`config.mk`:
```
export PLATFORM = sky130hd
export DESIGN_NAME = reaction_controller
export DESIGN_NICKNAME = d
export VERILOG_FILES = /design/src/rtl/reaction_pkg.sv /design/src/rtl/lfsr16.sv /design/src/rtl/reaction_controller.sv
export SDC_FILE = /design/constraint.sdc
export NUM_CORES = 1
export LEC_CHECK = 0
export BUFFER_PORTS_ARGS = -buffer_cell sky130_fd_sc_hd__buf_4
export CAP_MARGIN = 20
export CORE_MARGIN = 3
export CORE_UTILIZATION = 60
export CTS_CLUSTER_SIZE = 10
export DETAILED_ROUTE_END_ITERATION = 6
export HOLD_SLACK_MARGIN = 0.02
export PLACE_DENSITY = 0.79
export SYNTH_ARGS = -nofsm -noshare
export SYNTH_HDL_FRONTEND = slang
export SYNTH_HIERARCHICAL = 1
export SYNTH_SLANG_ARGS = --single-unit
```
`constraint.sdc`:
```
create_clock -name clk -period 2.1 [get_ports clk]
set_input_delay 0.105 -clock clk [delete_from_list [all_inputs] [get_ports clk]]
set_output_delay 0.105 -clock clk [all_outputs]
set_load 0.01 [all_outputs]
```
`src/rtl/reaction_pkg.sv`:
```
// Shared types and constants for the reaction-time trial controller.
package reaction_pkg;

    typedef enum logic [2:0] {
        StIdle   = 3'd0,
        StDelay  = 3'd1,
        StStim   = 3'd2,
        StResult = 3'd3,
        StFault  = 3'd4
    } state_e;

    localparam logic [15:0] BCD_MAX     = 16'h9999;
    localparam logic [15:0] FAULT_CODE  = 16'hEEEE;
    // Fibonacci taps 16,14,13,11 as a mask over state bits [15:0]
    localparam logic [15:0] LFSR_TAPS   = 16'hB400;
    localparam int unsigned SYNC_STAGES = 2;

    function automatic logic [15:0] bcd_inc(input logic [15:0] v);
        logic [15:0] r;
        logic        carry;
        r     = v;
        carry = 1'b1;
        for (int i = 0; i < 4; i++) begin
            if (carry) begin
                if (r[4*i +: 4] == 4'd9) begin
                    r[4*i +: 4] = 4'd0;
                end else begin
                    r[4*i +: 4] = r[4*i +: 4] + 4'd1;
                    carry       = 1'b0;
                end
            end
        end
        return r;
    endfunction

endpackage

```
`src/rtl/lfsr16.sv`:
```
// 16-bit Fibonacci LFSR with synchronous active-high reset to SEED.
module lfsr16
    import reaction_pkg::*;
#(
    parameter logic [15:0] SEED = 16'hACE1
) (
    input  logic        i_clk,
    input  logic        i_rst,
    input  logic        i_en,
    output logic [15:0] o_state
);

    logic [15:0] r_state;
    logic        w_fb;

    assign w_fb = ^(r_state & LFSR_TAPS);

    always_ff @(posedge i_clk) begin
        if (i_rst) begin
            r_state <= SEED;
        end else if (i_en) begin
            r_state <= {r_state[14:0], w_fb};
        end
    end

    assign o_state = r_state;

endmodule

```
`src/rtl/reaction_controller.sv`:
```
// Reaction-time trial sequencer: start -> random wait -> stimulus -> ms count -> held result.
// Drives the four-digit BCD display path; flags false starts and saturated (timeout) results.
module reaction_controller
    import reaction_pkg::*;
#(
    parameter int unsigned CLK_FREQ_HZ  = 100000000,
    parameter int unsigned MIN_DELAY_MS = 1000,
    parameter int unsigned DELAY_BITS   = 11,
    parameter logic [15:0] LFSR_SEED    = 16'hACE1
) (
    input  logic        clk,
    input  logic        ck_rst,
    input  logic        btn_start,
    input  logic        btn_react,
    output logic        stim_led,
    output logic [15:0] bcd_digits,
    output logic        result_valid,
    output logic        false_start,
    output logic        timeout,
    output logic        busy
);

    localparam int unsigned TICK_DIV = CLK_FREQ_HZ / 1000;
    localparam int unsigned TICK_W   = (TICK_DIV > 1) ? $clog2(TICK_DIV) : 1;
    localparam int unsigned DLY_W    = $clog2(MIN_DELAY_MS + (1 << DELAY_BITS) + 1);
    localparam logic [TICK_W-1:0] TICK_LAST = TICK_W'(TICK_DIV - 1);

    state_e                 r_state, w_state_next;
    logic [SYNC_STAGES-1:0] r_start_sync, r_react_sync;
    logic                   r_start_prev, r_react_prev;
    logic                   w_start_pulse, w_react_pulse;
    logic [15:0]            w_lfsr;
    logic                   w_unused_lfsr;
    logic [TICK_W-1:0]      r_tick_cnt;
    logic                   w_tick;
    logic [DLY_W-1:0]       r_dly_cnt, w_dly_next, w_dly_load;
    logic [15:0]            r_bcd_cnt, w_bcd_next, w_bcd_out;
    logic                   r_timeout, w_timeout_next;
    logic                   r_stim_led, r_result_valid, r_false_start, r_busy;
    logic [15:0]            r_bcd_digits;

    // Buttons are asynchronous: synchronise, then keep only the rising edge.
    always_ff @(posedge clk) begin
        if (ck_rst) begin
            r_start_sync <= '0;
            r_react_sync <= '0;
            r_start_prev <= 1'b0;
            r_react_prev <= 1'b0;
        end else begin
            r_start_sync <= {r_start_sync[SYNC_STAGES-2:0], btn_start};
            r_react_sync <= {r_react_sync[SYNC_STAGES-2:0], btn_react};
            r_start_prev <= r_start_sync[SYNC_STAGES-1];
            r_react_prev <= r_react_sync[SYNC_STAGES-1];
        end
    end

    assign w_start_pulse = r_start_sync[SYNC_STAGES-1] & ~r_start_prev;
    assign w_react_pulse = r_react_sync[SYNC_STAGES-1] & ~r_react_prev;

    lfsr16 #(
        .SEED (LFSR_SEED)
    ) u_lfsr (
        .i_clk   (clk),
        .i_rst   (ck_rst),
        .i_en    (1'b1),
        .o_state (w_lfsr)
    );

    assign w_unused_lfsr = ^w_lfsr[15:DELAY_BITS];
    assign w_dly_load    = DLY_W'(MIN_DELAY_MS) + DLY_W'(w_lfsr[DELAY_BITS-1:0]);
    assign w_tick        = (r_tick_cnt == TICK_LAST);

    // Restarting on every transition makes the first tick land TICK_DIV cycles after entry.
    always_ff @(posedge clk) begin
        if (ck_rst || (w_state_next != r_state) || w_tick) begin
            r_tick_cnt <= '0;
        end else begin
            r_tick_cnt <= r_tick_cnt + TICK_W'(1);
        end
    end

    always_comb begin
        w_state_next   = r_state;
        w_dly_next     = r_dly_cnt;
        w_bcd_next     = r_bcd_cnt;
        w_timeout_next = r_timeout;
        unique case (r_state)
            StIdle: begin
                if (w_start_pulse) begin
                    w_state_next = StDelay;
                    w_dly_next   = w_dly_load;
                end
            end
            StDelay: begin
                if (w_react_pulse) begin
                    w_state_next = StFault;
                end else if (w_tick) begin
                    if (r_dly_cnt < DLY_W'(2)) begin
                        w_state_next = StStim;
                        w_bcd_next   = 16'h0000;
                    end else begin
                        w_dly_next = r_dly_cnt - DLY_W'(1);
                    end
                end
            end
            StStim: begin
                if (w_react_pulse) begin
                    w_state_next = StResult;
                end else if (w_tick) begin
                    if (r_bcd_cnt == BCD_MAX) begin
                        w_state_next   = StResult;
                        w_timeout_next = 1'b1;
                    end else begin
                        w_bcd_next = bcd_inc(r_bcd_cnt);
                    end
                end
            end
            StResult, StFault: begin
                if (w_start_pulse) begin
                    w_state_next   = StDelay;
                    w_dly_next     = w_dly_load;
                    w_timeout_next = 1'b0;
                end
            end
            default: begin
                w_state_next = StIdle;
            end
        endcase
    end

    always_comb begin
        w_bcd_out = 16'h0000;
        case (w_state_next)
            StStim, StResult: w_bcd_out = w_bcd_next;
            StFault:          w_bcd_out = FAULT_CODE;
            default:          w_bcd_out = 16'h0000;
        endcase
    end

    // Outputs follow the next state so they change on the same edge as the state.
    always_ff @(posedge clk) begin
        if (ck_rst) begin
            r_state        <= StIdle;
            r_dly_cnt      <= '0;
            r_bcd_cnt      <= 16'h0000;
            r_timeout      <= 1'b0;
            r_stim_led     <= 1'b0;
            r_result_valid <= 1'b0;
            r_false_start  <= 1'b0;
            r_busy         <= 1'b0;
            r_bcd_digits   <= 16'h0000;
        end else begin
            r_state        <= w_state_next;
            r_dly_cnt      <= w_dly_next;
            r_bcd_cnt      <= w_bcd_next;
            r_timeout      <= w_timeout_next;
            r_stim_led     <= (w_state_next == StStim);
            r_result_valid <= (w_state_next == StResult);
            r_false_start  <= (w_state_next == StFault);
            r_busy         <= (w_state_next == StDelay) || (w_state_next == StStim);
            r_bcd_digits   <= w_bcd_out;
        end
    end

    assign stim_led     = r_stim_led;
    assign bcd_digits   = r_bcd_digits;
    assign result_valid = r_result_valid;
    assign false_start  = r_false_start;
    assign timeout      = r_timeout;
    assign busy         = r_busy;

endmodule
```
# --- Word-level counts from Yosys, hierarchy flattened ---
# Cells that the tools add are included.
totals:
  regBits: 91
  latchBits: 0
  ram_bits: 0
  mem_bits_ro: 0
  out_inout_bits: 21
  wordCells: 112
  mem_count: 0
op_classes:
  addsub: 7
  multipliers: 0
  div_mod_pow: 0
  n_lt_le_gt_ge: 1
  eq_ne: 23
  n_shift: 0
  n_mux: 50
  bitwise_logic: 4
  reduce_logical: 12
ops:
  columns: ["operator", "count"]
  rows:
  - ["16-bit 2-to-1 mux", 6]
  - ["16-bit one-hot mux with 2 select lines", 2]
  - ["12-bit 2-to-1 mux", 4]
  - ["4-bit 2-to-1 mux", 7]
  - ["12-bit one-hot mux with 2 select lines", 1]
  - ["1-bit 2-to-1 mux", 21]
  - ["3-bit 2-to-1 mux", 7]
  - ["17-bit by 1-bit adder with 17-bit output (second input constant)", 1]
  - ["17-bit equality test (second input constant)", 1]
  - ["4-bit by 1-bit adder with 4-bit output (second input constant)", 4]
  - ["16-bit equality test (second input constant)", 1]
  - ["4-bit equality test (second input constant)", 4]
  - ["16-bit parity", 1]
  - ["2-bit != test (second input constant)", 7]
  - ["10-bit by 11-bit adder with 12-bit output (first input constant)", 1]
  - ["3-bit by 2-bit equality test with 1-bit output (second input constant)", 4]
  - ["12-bit by 2-bit less-than comparator with 1-bit output (second input constant)", 1]
  - ["12-bit by 1-bit subtractor with 12-bit output (second input constant)", 1]
  - ["5-bit AND reduction", 2]
  - ["3-bit one-hot mux with 3 select lines", 1]
  - ["3-bit by 1-bit equality test with 1-bit output (second input constant)", 2]
  - ["3-bit equality test (second input constant)", 2]
  - ["2-bit nonzero test", 2]
  - ["2-bit OR reduction", 2]
  - ["8 further kinds", 12]

# --- Logic depth before layout (Yosys ltp) ---
depth:
  depth_word: 22
  ltp_mapped: 9

# --- Cells and area by module ---
# Netlist, hierarchy kept.
by_module_without_submodules:
  columns: ["module", "instances", "cells_each", "area_each_um2"]
  rows:
  - ["reaction_controller", 1, 433, 3663.5]
  - ["lfsr16", 1, 55, 619.3]

# --- Worst setup path before layout ---
# OpenSTA, ideal clock, no wires.
synth_path:
  kind: "flip-flop to flip-flop"
  start: "register r_tick_cnt[0]"
  end: "register r_dly_cnt[10]"
  setup_time_ns: 0.132
  arrival_time_ns: 1.821
  t_required_ns: 1.968
  setup_slack_ns: 0.146
  stages_incl_launch_ff: 10
  path_buffers: 2
  synth_period_minus_slack_ns: 1.954
  path_cell_list: "dfxtp_1 ha_1 and4_1 and4_1 buf_6 nor2_2 or3_4 buf_6 o21ai_0 a21oi_1"
synth_via:
  elab_chain_len: 3
synth_lines:
  columns: ["item", "line", "text"]
  rows:
  - ["from (decl)", "reaction_controller.sv:34", "logic [TICK_W-1:0] r_tick_cnt;"]
  - ["from (signal assigned)", "reaction_controller.sv:78", "r_tick_cnt <= r_tick_cnt + TICK_W'(1);"]
  - ["17-bit equality test", "reaction_controller.sv:71", "assign w_tick = (r_tick_cnt == TICK_LAST);"]
  - ["2-bit != test (no line)", null, null]
  - ["5-bit AND reduction (no line)", null, null]
  - ["to (signal assigned)", "reaction_controller.sv:154", "r_dly_cnt <= w_dly_next;"]
  - ["to (decl)", "reaction_controller.sv:36", "logic [DLY_W-1:0] r_dly_cnt, w_dly_next, w_dly_load;"]
# Every way passes these cells.
# A chain may end at the register's enable or synchronous reset.

# --- Final worst setup path ---
layout_path:
  start: "register r_tick_cnt[1]"
  end: "register r_dly_cnt[6]"
# Same word-level chain as after synthesis.

==> impl_metrics.csv <==
group,metric,value,unit
cells_and_area,fin_util,0.719,
cells_and_area,layout-area-overhead-vs-synth,15.3,%
logic_synthesis,synthFlopType,"dfxtp_1",
timing,fmax,493,MHz
floorplan,die_y,90.5,um
timing,finalSetupTns,0,ns
cells_and_area,drive_gt1_frac,0.179,
clocking,cts_buffers,9,
logic_synthesis,synth_area,4280,um2
timing,finalMaxSlewViolations,0,
setup_path,worstPathArrival,2.26,ns
run_status,status,"finished, final reports clean",
timing,timing.slew.headroom,0.615,
clocking,cts_sinks,91,
logic_synthesis,synth_seq_cells,91,
placement,numPlacedInstances,613,
timing,period_needed,2.03,ns
route,vias,3590,
global_routing,grt_pass1_vias,3359,
clocking,clk_latency,0.36,ns
setup_path,crit_chain,"ha_2, and4_4, and4_4, buf_12, nor2_2, or3_4, o21ai_0, a21oi_1",
logic_synthesis,syn_nets,503,
pwr,ir_worst_vdd,0.000505,V
route,drc,0,
global_routing,antenna_found_initial,0,
timing,skew,0.0111,ns
min_path,hold_class,"in2reg",
global_routing,grt_max_degree,33,
setup_path,required,2.33,ns
route,firstDrtPassIters,4,
clocking,cts_buffer_depth,2,
timing,worst_pin_slew,0.563,ns
floorplan,initial_utilization,0.623,
clocking,cts_tree,"done",
floorplan,die_w,90.5,um
route,drtIter0Drc,160,
logic_synthesis,yosysSeqAreaShare,0.425,
timing,rsz0062_at_grt,"yes",
setup_path,slowest_delay,0.45,ns
floorplan,die_area,8190,um2
cells_and_area,antenna_cells,0,
setup_path,critPathBufInv,1,
placement,dpl.hpwl,6500,um
clocking,cts_root_buf,"clkbuf_8",
setup_path,crit_path_frequent_cell,"and4_4",
cells_and_area,fin_nets,547,
logic_synthesis,syn_inst,488,
placement,gp_congestion,0.888,
setup_path,cp-end-kind,"register",
logic_synthesis,synth_area_leaders,"dfxtp_1 (43%), nor2_1 (6.2%), mux2i_1 (4.2%)",
logic_synthesis,yosysWarnings,6,
logic_synthesis,synth_cell_types,69,
clocking,clk_pin_slew_worst_paths,0.09,ns
timing,setup_viol,0,
pwr,p_leak,2.01,nW
floorplan,rows,30,
run,maxCapViolations,0,
route,wl,9050,um
setup_path,cp_top_family,"simple AND/OR/NAND/NOR gates",
logic_synthesis,synth_edf_count,0,
global_routing,gr-total-overflow,0,
cells_and_area,final_cell_count_no_fill,633,
clocking,htree_levels,3,
floorplan,core_area,6870,um2
cells_and_area,nFillCells,541,
placement,portBuffers,24,
route,wire_per_inst,14.3,um
logic_synthesis,yosysTopAreaCell,"dfxtp_1",
timing,timing_hold_violations_final,0,
timing,period_share,0.965,
logic_synthesis,synth.avg_cell_area,8.78,um2
setup_path,start_kind,"register",
logic_synthesis,netlist.area_leader.share,0.425,
route,drt-vias-per-instance,5.67,
route,final_antenna_net_count,0,
setup_path,crit_type,"reg2reg",
logic_synthesis,synthArstFlopShare,0,
floorplan,io_pins,25,
pwr,powerDensity,681,nW/um2
setup_path,worst_path_max_delay_cell,"or3_4",
global_routing,grt_use_total,0.227,
setup_path,cp_max_fo,9,
global_routing,grt_pass1_wl,15400,um
## stage by stage
stage	hold WS [ns]	setup slack [ns]	cell area, um2	power (mW)
global placement	0.330	0.0488	4650	2.19
CTS	0.0278	0.0147	4880	3.38
finish	0.0317	0.0725	4940	3.36
detailed placement	0.326	-0.0108	4650	2.20
floorplan	0.233	0.146	4280	2.13
global route	0.0380	-0.0454	4940	3.51
## cells by family after synthesis
logic type	count (synthesis)	share of synthesized area
AOI/OAI and AO/OA	106	0.156
xor gates and xnor gates	25	0.0546
adders and majority gates	11	0.0321
buffers and inverters	31	0.0391
DFF	91	0.425
muxes	18	0.0421
other	1	0.000876
and+or+nand+nor	205	0.250
## worst paths after layout
| path | startpoint | depth (start not counted) | slack, ns | to |
|---|---|---|---|---|
| hold reg to reg | r_react_sync[0]$_SDFF_PP0_ | 1 | 0.46 | r_react_sync[1]$_SDFF_PP0_ |
| setup / recovery | r_tick_cnt[1]$_SDFF_PP0_ | 8 | 0.07 | r_dly_cnt[6]$_SDFFE_PP0P_ |
| setup reg to reg | r_tick_cnt[1]$_SDFF_PP0_ | 8 | 0.07 | r_dly_cnt[6]$_SDFFE_PP0P_ |
| hold / removal | ck_rst | 2 | 0.03 | r_react_prev$_SDFF_PP0_ |
## synth_stat cells (3+ instances only)
| cell type | count |
|---|---|
| o21ai_0 | 29 |
| xnor2_1 | 12 |
| nand2_1 | 33 |
| xor2_1 | 11 |
| clkbuf_1 | 8 |
| nand4_1 | 7 |
| nor4_1 | 5 |
| o31ai_1 | 4 |
| a21o_1 | 6 |
| nor2b_1 | 9 |
| and2_1 | 4 |
| a31oi_1 | 5 |
| nand3_1 | 13 |
| a211oi_1 | 5 |
| and3_1 | 10 |
| nor3_1 | 19 |
| and4_1 | 5 |
| a21oi_1 | 32 |
| nand3b_1 | 4 |
| mux2i_1 | 18 |
| ha_1 | 11 |
| o21ai_1 | 3 |
| buf_6 | 3 |
| nor2_1 | 71 |
| nand2b_1 | 5 |
| inv_1 | 12 |
| buf_2 | 3 |
| dfxtp_1 | 91 |
## state kept, by name, indices dropped and copies added (netlist names)
register / flops
r_tick_cnt: 17
false_start: 1
r_dly_cnt: 12
r_react_sync: 2
r_state: 3
r_start_prev: 1
r_react_prev: 1
busy: 1
r_bcd_cnt: 16
result_valid: 1
u_lfsr/o_state: 16
bcd_digits: 16
stim_led: 1
timeout: 1
r_start_sync: 2
## timing repair
item,CTS,global route
pin swaps,0,3
buffers inserted,0,1
hold buffers,2,0
gates cloned,0,1
hold endpoints to repair,2,0
endpoints found under the setup margin,1,33
resized for setup,1,22
## worst reg2reg max path: stages (launching register included)
cell	delay, ns
dfxtp_2	0.35
ha_2	0.20
and4_4	0.23
and4_4	0.21
buf_12	0.12
nor2_2	0.06
or3_4	0.45
o21ai_0	0.20
a21oi_1	0.08
## cell usage in the layout (no fill, tap or decap), types with 5 or more instances in the layout
master | synthesis | final
a21oi_1 | 32 | 32
nor2b_1 | 9 | 9
nor2_1 | 71 | 71
o21ai_0 | 29 | 21
and3_1 | 10 | 10
nand2b_1 | 5 | 5
nor3_1 | 19 | 18
clkbuf_8 | 0 | 10
a21o_1 | 6 | 6
xor2_1 | 11 | 11
a31oi_1 | 5 | 5
xnor2_1 | 12 | 12
nand2_1 | 33 | 33
ha_1 | 11 | 10
inv_1 | 12 | 12
nand3_1 | 13 | 13
o21ai_1 | 3 | 10
mux2i_1 | 18 | 18
buf_4 | 2 | 47
nand4_1 | 7 | 7
dfxtp_1 | 91 | 87
## per-layer routing
layer,global-route usage,routed length [um]
met5,0,0
met4,0.110,192
met3,0.0350,468
met2,0.355,4110
met1,0.306,4280
## area by class of cell
cell class | count | area [um2] | share of cell area
inverter | 13 | 48.8 | 0.00988
clock inverter | 6 | 65.1 | 0.0132
clock buffer | 10 | 138 | 0.0279
timing repair buffer | 50 | 393 | 0.0796
tap | 96 | 120 | 0.0243
sequential | 91 | 1830 | 0.370
multi-input combinational | 367 | 2350 | 0.475
## power breakdown
group / internal (mW) / switching [mW]
Combinational: 0.148 / 0.205
Clock: 0.582 / 0.599
Sequential: 1.78 / 0.0530
No activity file was read; power rests on OpenSTA's default activity.
